File: src/rtl/accum_pkg.sv
// Shared types and defaults for the running-sum accumulator.
// The default width sets the interface default and the bench's value type.
package accum_pkg;

    localparam int ACCUM_DEF_WIDTH = 32;

    typedef logic [ACCUM_DEF_WIDTH-1:0] accum_t;

endpackage : accum_pkg

File: src/rtl/accum_if.sv
// Data bundle between the accumulator and its user.
// The user drives amt every cycle and observes the registered sum.
interface accum_if
    import accum_pkg::*;
#(
    parameter int WIDTH = ACCUM_DEF_WIDTH
);

    logic [WIDTH-1:0] amt;
    logic [WIDTH-1:0] sum;

    modport master (
        output amt,
        input  sum
    );

    modport slave (
        input  amt,
        output sum
    );

endinterface : accum_if

File: src/rtl/accum_add.sv
// Combinational WIDTH-bit unsigned adder with carry-out.
// When sat is set, an overflowing result is clamped to all-ones instead of wrapping.
module accum_add
    import accum_pkg::*;
#(
    parameter int WIDTH = ACCUM_DEF_WIDTH
) (
    input  logic [WIDTH-1:0] a,
    input  logic [WIDTH-1:0] b,
    input  logic             sat,
    output logic [WIDTH-1:0] y,
    output logic             carry
);

    logic [WIDTH:0] full_s;

    // Widen by one bit so the carry-out is captured, then pick wrap or clamp.
    always_comb begin
        full_s = {1'b0, a} + {1'b0, b};
        carry  = full_s[WIDTH];
        if (sat && full_s[WIDTH]) begin
            y = {WIDTH{1'b1}};
        end else begin
            y = full_s[WIDTH-1:0];
        end
    end

endmodule : accum_add

File: src/rtl/accum.sv
// Running-sum accumulator: every rising clk edge adds amt into the sum register.
// reset is asynchronous active-low and forces the sum to zero immediately.
module accum
    import accum_pkg::*;
#(
    parameter int WIDTH    = ACCUM_DEF_WIDTH,
    parameter int SATURATE = 0
) (
    input  logic    clk,
    input  logic    reset,
    accum_if.slave  bus
);

    localparam logic SAT_EN = (SATURATE != 0) ? 1'b1 : 1'b0;

    logic [WIDTH-1:0] sum_q;
    logic [WIDTH-1:0] sum_d;
    logic             carry_s;

    accum_add #(
        .WIDTH (WIDTH)
    ) u_add (
        .a     (sum_q),
        .b     (bus.amt),
        .sat   (SAT_EN),
        .y     (sum_d),
        .carry (carry_s)
    );

    // Sum register; the carry only matters inside the adder's clamp decision.
    always_ff @(posedge clk or negedge reset) begin
        if (!reset) begin
            sum_q <= {WIDTH{1'b0}};
        end else begin
            sum_q <= sum_d;
        end
    end

    logic unused_s;
    assign unused_s = carry_s;

    assign bus.sum = sum_q;

endmodule : accum

File: src/flat_wrapper.sv
// flat-port wrapper written by rule: the top's interface ports become plain ports
module accum_flat import accum_pkg::*;
#(
    parameter int WIDTH    = ACCUM_DEF_WIDTH,
    parameter int SATURATE = 0
)
  (clk, reset, bus_amt, bus_sum);
  accum_if #(.WIDTH(WIDTH)) bus_i ();
  input  logic clk;
  input  logic reset;
  input wire logic [$bits(bus_i.amt)-1:0] bus_amt;
  output wire logic [$bits(bus_i.sum)-1:0] bus_sum;
  assign bus_i.amt = bus_amt;
  assign bus_sum = bus_i.sum;
  accum #(.WIDTH(WIDTH), .SATURATE(SATURATE)) u_core (.clk(clk), .reset(reset), .bus(bus_i));
endmodule
File: config.mk
export PLATFORM = sky130hd
export DESIGN_NAME = accum_flat
export DESIGN_NICKNAME = d
export VERILOG_FILES = /design/src/rtl/accum_pkg.sv /design/src/rtl/accum_if.sv /design/src/rtl/accum_add.sv /design/src/rtl/accum.sv /design/src/flat_wrapper.sv
export SDC_FILE = /design/constraint.sdc
export NUM_CORES = 1
export LEC_CHECK = 0
export BUFFER_PORTS_ARGS = -buffer_cell sky130_fd_sc_hd__buf_2
export CORE_ASPECT_RATIO = 0.6
export CORE_MARGIN = 8
export CORE_UTILIZATION = 45
export DETAILED_ROUTE_END_ITERATION = 7
export GPL_TIMING_DRIVEN = 0
export PLACE_DENSITY = 0.69
export SYNTH_ARGS = -nofsm -noshare
export SYNTH_HDL_FRONTEND = slang
export SYNTH_SLANG_ARGS = --single-unit
File: constraint.sdc
create_clock -name clk -period 6.5 [get_ports clk]
set_input_delay 0.325 -clock clk [delete_from_list [all_inputs] [get_ports clk]]
set_output_delay 0.325 -clock clk [all_outputs]
set_load 0.03 [all_outputs]
==> metrics.txt, run 1 <==
fin crit period=around 2.6 ns; WP data required=between 6 and 7 ns; worst min path class=input pin to async pin; placed cell count=around 460; pin count of the biggest net entering global routing=33; final worst clock skew=a little under 0.008 ns; Comb pwr share=between 70% and 80%; Chip Width=118.7 um; Synth area leaders=dfrtp_1, ha_1, a21oi_1; Area Overhead vs Synth=18.29%; antenna cell count=0; final hold violations=0; crit-path max FO=4; share of cells above drive strength 1=23.68%; most frequent cells in the layout=buf_2, dfrtp_1, ha_1; post-synth cell types=67; GPL Wtd Cong=0.8724; Max VDD drop=approximately 250 uV; post-synthesis instance total=307; Initial Util=between 40% and 50%; synthesized cell area=roughly 2800 um2; sequential share of the synthesized area=between 20 and 30%; Switch Pwr=roughly 1100 uW; max frequency=380.3 MHz; routed length per instance=between 15 and 20 um; portion of total power attributed to sequential cells=18.3%; cts repair resizes=0; Setup TNS=0 ns; Crit Path Category=flip-flop to flip-flop; relative slew slack=between 40% and 50%; H-tree depth=2; Core Rows=22; P_leak=roughly 0.0016 uW; CP top delay family=compound AO/OA/AOI/OAI gates; status=complete, no violations; max_cap viols=0; global route total overflow=0; CP max stage delay=roughly 0.42 ns; core area=between 6000 and 7000 um2; slew at the pin with the worst max-slew slack=between 0.7 and 0.8 ns; Final ANT Viol Nets=0; Mapped Avg Cell Area=9.272 um2; Final Non-Filler Cells=464; Post-synth EDFFs=0; Yosys top cell by area=dfrtp_1; vias in the first global route=2,502; R2R cell count=8; fin crit share=slightly above 40%; drt pass-1 iters=5; max FFs per register=32; die area=9210 um2; post-synth net total=~370; final WL=between 7000 and 8000 um; power per cell area=606.1 nW/um2; clk_lat worst skew=0.29 ns; dpl hpwl=5900 um; initial antenna violation count=0; Iter 0 DRT Violations=about 170; CTS Sinks=32; unrepaired setup endpoints after global routing=false; Inserted Clock Buffers=5; Fillers=568; Reg clk slew, reported paths=around 0.07 ns; maximum clock path buffer count=2; Finish-stage setup viols=0; first-pass GRT wire length=~12,000 um; IO Pins=66; P_int=slightly below 1000 uW; Critical Path, Cell by Cell=ha_1 -> fa_1 -> a21o_1 -> a311o_1 -> nand4_1 -> a211oi_1 -> o41ai_1 -> xnor2_1; crit start category=flip-flop; vias after detailed routing=between 2,000 and 3,000; Crit-path slowest cell=fa_1; drt via density=roughly 5.7; I/O Buffers=65; TritonCTS clock tree=built; Slew Limit Fails=0; most common cell after layout, fill and taps aside=buf_2; FF+latch count, synth=32; power share of the clock group=under 10%; NumNets Final=445; Residual DRC=0; post-CTS setup buffers=0; Worst setup EP type=flip-flop; Syn. warnings=0; critical path arrival=between 2 and 3 ns; Yosys top cell area share=roughly 28%; GRT Resource Usage Total=approximately 16%; clock root buffer=clkbuf_8; Sw Share=51.88%; Synth async-reset ratio=100.0%; cts hold-fix bufs=0; Synth Flop Type=dfrtp_1; CP bufs+invs=0; die height=77.61 um; Worst path depth=8
-- synth_stat cells, types with 3 or more instances --
cell and instances:
a211o_1 3, a211oi_1 6, a21o_1 14, a21oi_1 28, and4_1 5, clkbuf_1 5, dfrtp_1 32, ha_1 31
inv_1 11, mux2i_1 4, nand2_1 20, nand2b_1 4, nand3_1 8, nand4_1 5, nor2_1 20, nor2b_1 3
nor3_1 4, o211ai_1 5, o21a_1 4, o21a_2 3, o21ai_0 11, o21ai_1 3, o21bai_1 3, xnor2_1 13
xor2_1 10
-- cells by family (layout without fill, tap and decap cells) --
group / Yosys count / count (layout) / share of synthesized area (%)
compound gates: 107 / 107 / 27.61
mux: 5 / 5 / 1.802
xor+xnor: 23 / 23 / 7.077
flops: 32 / 32 / 28.13
simple gates: 87 / 87 / 16.62
buf+inv: 21 / 94 / 4.440
fa+ha+maj: 32 / 32 / 14.33
-- final cells by class --
| type | instances | area, um2 | area share [%] |
|---|---|---|---|
| Buffer | 10 | 85.08 | 2.527 |
| Tap cell | 84 | 105.1 | 3.122 |
| Inverter | 11 | 41.29 | 1.226 |
| Clock buffer | 8 | 90.09 | 2.676 |
| Sequential cell | 32 | 800.8 | 23.78 |
| Multi-Input combinational cell | 254 | 1919 | 57.00 |
| Timing Repair Buffer | 65 | 325.3 | 9.662 |
-- stage by stage --
step           worst slack [ns]  util [%]  area, um2  hold WS [ns]  total power [uW]
2_1_floorplan             3.902         -       2846       0.02941              1523
3_3_place_gp              3.866     53.62       3277        0.4433              1844
3_5_place_dp              3.865     53.62       3277        0.4440              1861
4_1_cts                   3.882     55.10       3367        0.1349              2039
5_1_grt                   3.707     55.10       3367        0.1716              2219
6_report                  3.871     55.10       3367        0.1113              2041
-- final timing paths --
| path | from | to | slack, ns |
|---|---|---|---|
| hold / removal | reset | u_core.bus.sum[20]$_DFF_PN0_ | 0.11 |
| setup reg to reg | u_core.bus.sum[0]$_DFF_PN0_ | u_core.bus.sum[18]$_DFF_PN0_ | 3.87 |
| setup / recovery | u_core.bus.sum[0]$_DFF_PN0_ | u_core.bus.sum[18]$_DFF_PN0_ | 3.87 |
| hold reg to reg | u_core.bus.sum[0]$_DFF_PN0_ | u_core.bus.sum[0]$_DFF_PN0_ | 0.50 |
| max in group asynchronous | reset | u_core.bus.sum[14]$_DFF_PN0_ | 5.90 |
| min in group clk | bus_amt[0] | u_core.bus.sum[0]$_DFF_PN0_ | 0.26 |
-- layer usage --
layer | up-vias | part of all wire [%] | track usage, %
met5 | - | 0 | 0
met1 | 1221 | 54 | 24.35
li1 | 1316 | - | -
met4 | 0 | 0.69 | 3.513
met2 | 80 | 39 | 22.35
met3 | 5 | 6.3 | 4.191
-- worst reg2reg max path: cells and delay by family, from the launching register on --
kind,cells,cell delay [ns]
AOI/OAI and AO/OA,4,1.14
xor gates and xnor gates,1,0.17
adders and majority gates,2,0.67
DFF,1,0.38
and+or+nand+nor,1,0.19
-- power groups by stage --
stage	combinational, uW	clock [uW]	sequential [uW]
6_report	1500	164	374
5_1_grt	1660	177	386
4_1_cts	1500	168	375
3_5_place_dp	1480	0	379
3_3_place_gp	1470	0	373
2_1_floorplan	940	0	583
Power figures use the tool's default switching activity.
==> run 2: changes to the inputs <==
==> constraint.sdc (replaced) <==
create_clock -name clk -period 2.7 [get_ports clk]
set_input_delay 0.135 -clock clk [delete_from_list [all_inputs] [get_ports clk]]
set_output_delay 0.135 -clock clk [all_outputs]
set_load 0.03 [all_outputs]
==> run 2 against run 1 <==
- wire length up 0.18%
- final cell count grew 0.22%
- largest cell class unchanged
- clock power rose by 140%
- via count fell by 0.61%
==> metrics.txt, run 2 (synthesis results as in run 1) <==
status=complete, no violations; Reg clk slew, reported paths=approximately 0.060 ns; fin crit period=2.598 ns; GRT Resource Usage Total=between 15 and 20%; die area=roughly 9200 um2; crit-path max FO=4; min-delay src=bus_amt[0]; reg2reg start=u_core.bus.sum[0]$_DFF_PN0_; drt via density=approximately 5.6; worst hold slack=~0.07 ns; vias in the first global route=2,502; Max VDD drop=slightly above 600 uV; Inserted Clock Buffers=5; pre-CTS setup slack=about 0.11 ns; IO Pins=66; maximum clock path buffer count=2; NumNets Final=446; routed length per instance=between 15 and 20 um; Finish-stage setup viols=0; setup ws final=0.1024 ns; Worst setup EP type=flip-flop; Comb pwr share=between 70 and 80%; most frequent cells in the layout=buf_2, dfrtp_1, ha_1; Setup TNS=0 ns; max frequency=385.0 MHz; pin count of the biggest net entering global routing=33; CP top delay family=compound AO/OA/AOI/OAI gates; Slew Limit Fails=0; slew at the pin with the worst max-slew slack=around 0.75 ns; fin crit share=a little over nine tenths; final worst clock skew=a little under 0.007 ns; I/O Buffers=65; TritonCTS clock tree=built; power per cell area=~1500 nW/um2; P_leak=around 0.0016 uW; antenna cell count=0; Worst path depth=8; clk_lat worst skew=0.29 ns; CP bufs+invs=0; final WL=7354 um; initial antenna violation count=0; clock root buffer=clkbuf_8; drt pass-1 iters=4; dpl hpwl=roughly 5900 um; share of cells above drive strength 1=between 20% and 30%; placed cell count=~460; most common cell after layout, fill and taps aside=buf_2; Final Non-Filler Cells=roughly 470; Crit Path Category=flip-flop to flip-flop; die height=roughly 78 um; Area Overhead vs Synth=19.12%; Crit-path slowest cell=fa_1; relative slew slack=between 50% and 60%; portion of total power attributed to sequential cells=18.2%; power share of the clock group=about 8%; first-pass GRT wire length=12,500 um; worst min path class=input pin to flip-flop; Initial Util=about 47%; max FFs per register=32; R2R cell count=8; GPL Wtd Cong=~0.87; crit path from=u_core.bus.sum[0]$_DFF_PN0_; Chip Width=~120 um; Switch Pwr=about 2600 uW; CP max stage delay=between 0.4 and 0.5 ns; max_cap viols=0; P_int=approximately 2400 uW; Core Rows=22; WHS Path Cells=2; area post-placement=between 3000 and 4000 um2; final hold violations=0; Iter 0 DRT Violations=around 140; H-tree depth=2; critical path arrival=between 2 and 3 ns; global route total overflow=0; Sw Share=between 50 and 60%; vias after detailed routing=2,606; core area=~6000 um2; Final ANT Viol Nets=0; Residual DRC=0; crit start category=flip-flop; WP data required=~2.9 ns; CTS Sinks=32; Final Instance Area=around 3400 um2; Fillers=approximately 570; Critical Path, Cell by Cell=ha_1 -> fa_1 -> a21o_1 -> a311o_1 -> nand4_1 -> a211oi_1 -> o41ai_2 -> xnor2_1
-- run 2: layer usage --
| metal | wire [um] | global-route usage, % | vias up |
|---|---|---|---|
| li1 | - | - | 1323 |
| met1 | 3896 | 24.35 | 1207 |
| met2 | 2922 | 22.35 | 71 |
| met3 | 484 | 4.191 | 5 |
| met4 | 51 | 3.513 | 0 |
| met5 | 0 | 0 | - |
-- run 2: what timing repair did --
| action | in CTS | in global routing |
|---|---|---|
| resized for setup | 0 | 2 |
| setup buffers | 0 | 0 |
| hold endpoints to repair | 32 | 0 |
| hold buffers | 1 | 0 |
| setup endpoints to repair | 0 | 4 |
-- run 2: final timing paths --
kind / to / slack (ns)
min in group asynchronous: u_core.bus.sum[20]$_DFF_PN0_ / 0.45
setup reg to reg: u_core.bus.sum[18]$_DFF_PN0_ / 0.10
hold / removal: u_core.bus.sum[0]$_DFF_PN0_ / 0.07
max in group asynchronous: u_core.bus.sum[14]$_DFF_PN0_ / 1.78
hold reg to reg: u_core.bus.sum[0]$_DFF_PN0_ / 0.50
setup / recovery: u_core.bus.sum[18]$_DFF_PN0_ / 0.10
-- run 2: final cells by class --
type | count | area [um2] | area share [%]
multi-input cells | 254 | 1933 | 57.01
flip-flops and latches | 32 | 800.8 | 23.62
inverters | 11 | 41.29 | 1.218
repair buffers | 66 | 335.3 | 9.889
well taps | 84 | 105.1 | 3.100
clock buffers | 8 | 90.09 | 2.657
plain buffers | 10 | 85.08 | 2.509
-- run 2: metrics by stage --
stage | power, uW | util [%]
final | 4938 | 55.49
after CTS | 4911 | 55.26
after global routing | 5374 | 55.49
after floorplan | 3666 | -
after detailed placement | 4479 | 53.62
after global placement | 4439 | 53.62
-- run 2: power by group through the flow --
stage	Sequential, uW	Clock (uW)	Combinational (uW)
floorplan	1400	0	2260
global placement	898	0	3540
detailed placement	912	0	3570
CTS	903	404	3600
global route	929	425	4020
finish	899	394	3650
-- run 2: worst reg2reg max path, stage by stage, from the launching register on --
cell	delay, ns
dfrtp_1	0.38
ha_1	0.24
fa_1	0.43
a21o_1	0.25
a311o_1	0.40
nand4_1	0.19
a211oi_1	0.18
o41ai_2	0.29
xnor2_1	0.17
==> run 3: changes to the inputs <==
--- a/config.mk
+++ b/config.mk
@@ -14,4 +14,5 @@
 export PLACE_DENSITY = 0.69
 export SYNTH_ARGS = -nofsm -noshare
 export SYNTH_HDL_FRONTEND = slang
+export SYNTH_HIERARCHICAL = 1
 export SYNTH_SLANG_ARGS = --single-unit
==> run 3 against run 2 <==
- the run now ends with setup timing left
- via count is 5.3% higher
- maximum frequency is 3.9% lower
- die area is 0.91% lower
- final cell count is 7.1% higher
- wire length is 10% higher
- sequential power is 3.2% lower
- worst hold slack better by 0.12 ns
- clock-buffer cell count is 1 lower
- sequential share of layout area is 0.70 points lower
- critical endpoint is now u_core/bus.sum[30]$_DFF_PN0_
==> metrics.txt, run 3 <==
power per cell area=around 1400 nW/um2; Syn. warnings=6; most common cell after layout, fill and taps aside=buf_2; H-tree depth=2; crit path from=u_core/bus.sum[0]$_DFF_PN0_; initial antenna violation count=0; final WL=between 8000 and 9000 um; crit-path max FO=3; max FFs per register=32; share of cells above drive strength 1=a little over a quarter; Fillers=563; pin count of the biggest net entering global routing=33; GPL Wtd Cong=approximately 0.88; NumNets Final=481; crit start category=flip-flop; Core Rows=22; Max VDD drop=around 650 uV; CP max stage delay=roughly 0.42 ns; final hold violations=0; Finish-stage setup viols=1; unrepaired setup endpoints after global routing=true; dpl hpwl=around 6200 um; Worst setup EP type=flip-flop; most frequent cells in the layout=buf_2, nand2_1, a21oi_1; register area=between 800 and 900 um2; clk_lat worst skew=0.29 ns; routed length on met3=about 690 um; Top Layer Used=met4; Inserted Clock Buffers=5; Residual DRC=0; routed length per instance=about 16 um; core area=roughly 6100 um2; vias after detailed routing=~2,700; WP data required=between 2 and 3 ns; drt pass-1 iters=4; Iter 0 DRT Violations=around 170; pre-CTS setup slack=-0.2364 ns; Critical Path, Cell by Cell=ha_4 -> fa_2 -> a211o_1 -> a21oi_4 -> a21oi_2 -> o2111ai_2 -> a22oi_2 -> a2111oi_4 -> nor3_1 -> nand3b_1; worst min path class=input pin to flip-flop; setup ws final=-0.002467 ns; critical path arrival=roughly 2.9 ns; Crit Path Category=flip-flop to flip-flop; clock root buffer=clkbuf_8; relative slew slack=about 47%; drt via density=5.510; Area Overhead vs Synth=24.31%; fin crit period=approximately 2.7 ns; slew at the pin with the worst max-slew slack=around 0.79 ns; CTS Sinks=32; Slew Limit Fails=0; final worst clock skew=approximately 0.0057 ns; IO Pins=66; global route total overflow=0; post-synthesis instance total=roughly 330; die area=9126 um2; Chip Width=around 120 um; Setup TNS=-0.002467 ns; fin crit share=100.1%; antenna cell count=0; Multi-input gate area=between 2000 and 2500 um2; die height=77.27 um; P_leak=about 0.0017 uW; GRT Resource Usage Total=17.45%; Final ANT Viol Nets=0; Mapped Avg Cell Area=roughly 8.5 um2; maximum clock path buffer count=2; max frequency=around 370 MHz; failing checks=setup timing; status=finished with violations; TritonCTS clock tree=built; first-pass GRT wire length=approximately 13,000 um; reg2reg start=u_core/bus.sum[0]$_DFF_PN0_; Reg clk slew, reported paths=roughly 0.07 ns; synthesized cell area=~2800 um2; min-delay src=bus_amt[0]; max_cap viols=0; met1 wire length=4272 um; I/O Buffers=65; vias in the first global route=roughly 2,700; Crit-path slowest cell=dfrtp_2; met2 WL=between 3000 and 4000 um; Initial Util=about 46%
[run 3: cell count changes in the layout (fill, tap and decap cells not counted), sizes merged, moves of 6 or more]
cell,delta
nand2,+25
nand3,+6
o21ai,+6
a21oi,+12
buf,+11
clkbuf,-6
[run 3: timing repair]
action	in CTS	in global routing
gates resized for setup	6	8
hold endpoints to repair	32	0
endpoints found under the setup margin	6	9
hold buffers	1	0
buffers inserted	5	4
pin swaps	9	5
gates cloned	0	0
[run 3: routing by layer]
layer / global-route usage, % / vias to the layer above
met5: 0 / -
met4: 3.812 / 0
met3: 4.751 / 5
met2: 23.49 / 98
met1: 26.27 / 1263
li1: - / 1378
[run 3: layout make-up]
type                       count  share of cell area [%]
inverter                       7                  0.7508
timing repair buffer          75                   11.51
buffer                         6                   1.430
tap                           84                   3.003
clock buffer                   7                   2.753
sequential                    32                   22.92
multi-input combinational    287                   57.63
[run 3: worst max-delay path: cells and delay by family (launching register included)]
family	cells	cell delay [ns]
DFF	1	0.42
adders and majority gates	2	0.52
AOI/OAI and AO/OA	6	1.40
and+or+nand+nor	2	0.25
[run 3: power by group]
| group | total [uW] | switching (uW) | internal (uW) |
|---|---|---|---|
| registers | 870 | 131 | 739 |
| logic | 3790 | 2320 | 1470 |
| clock network | 415 | 188 | 227 |
| total | 5070 | 2640 | 2430 |
[run 3: per-stage QoR]
stage / utilization, % / total power [uW] / hold WS, ns / std cells / instance area (um2)
3_5_place_dp: 53.48 / 4357 / 0.2646 / 481 / 3253
5_1_grt: 57.53 / 5491 / 0.2008 / 498 / 3500
6_report: 57.53 / 5074 / 0.1932 / 498 / 3500
4_1_cts: 56.44 / 4904 / 0.1832 / 494 / 3433
2_1_floorplan: - / 3558 / -0.1606 / 332 / 2823
3_3_place_gp: 53.48 / 4314 / 0.2560 / 481 / 3253
[run 3: final timing paths]
check                      slack (ns)  depth (start not counted)                            to
max reg2reg                    -0.002                         10  u_core/bus.sum[30]$_DFF_PN0_
min in group asynchronous        0.46                          2  u_core/bus.sum[12]$_DFF_PN0_
max in group asynchronous        1.68                          2   u_core/bus.sum[0]$_DFF_PN0_
min reg2reg                      0.62                          2   u_core/bus.sum[0]$_DFF_PN0_
max                            -0.002                         10  u_core/bus.sum[30]$_DFF_PN0_
min                              0.19                          3   u_core/bus.sum[0]$_DFF_PN0_
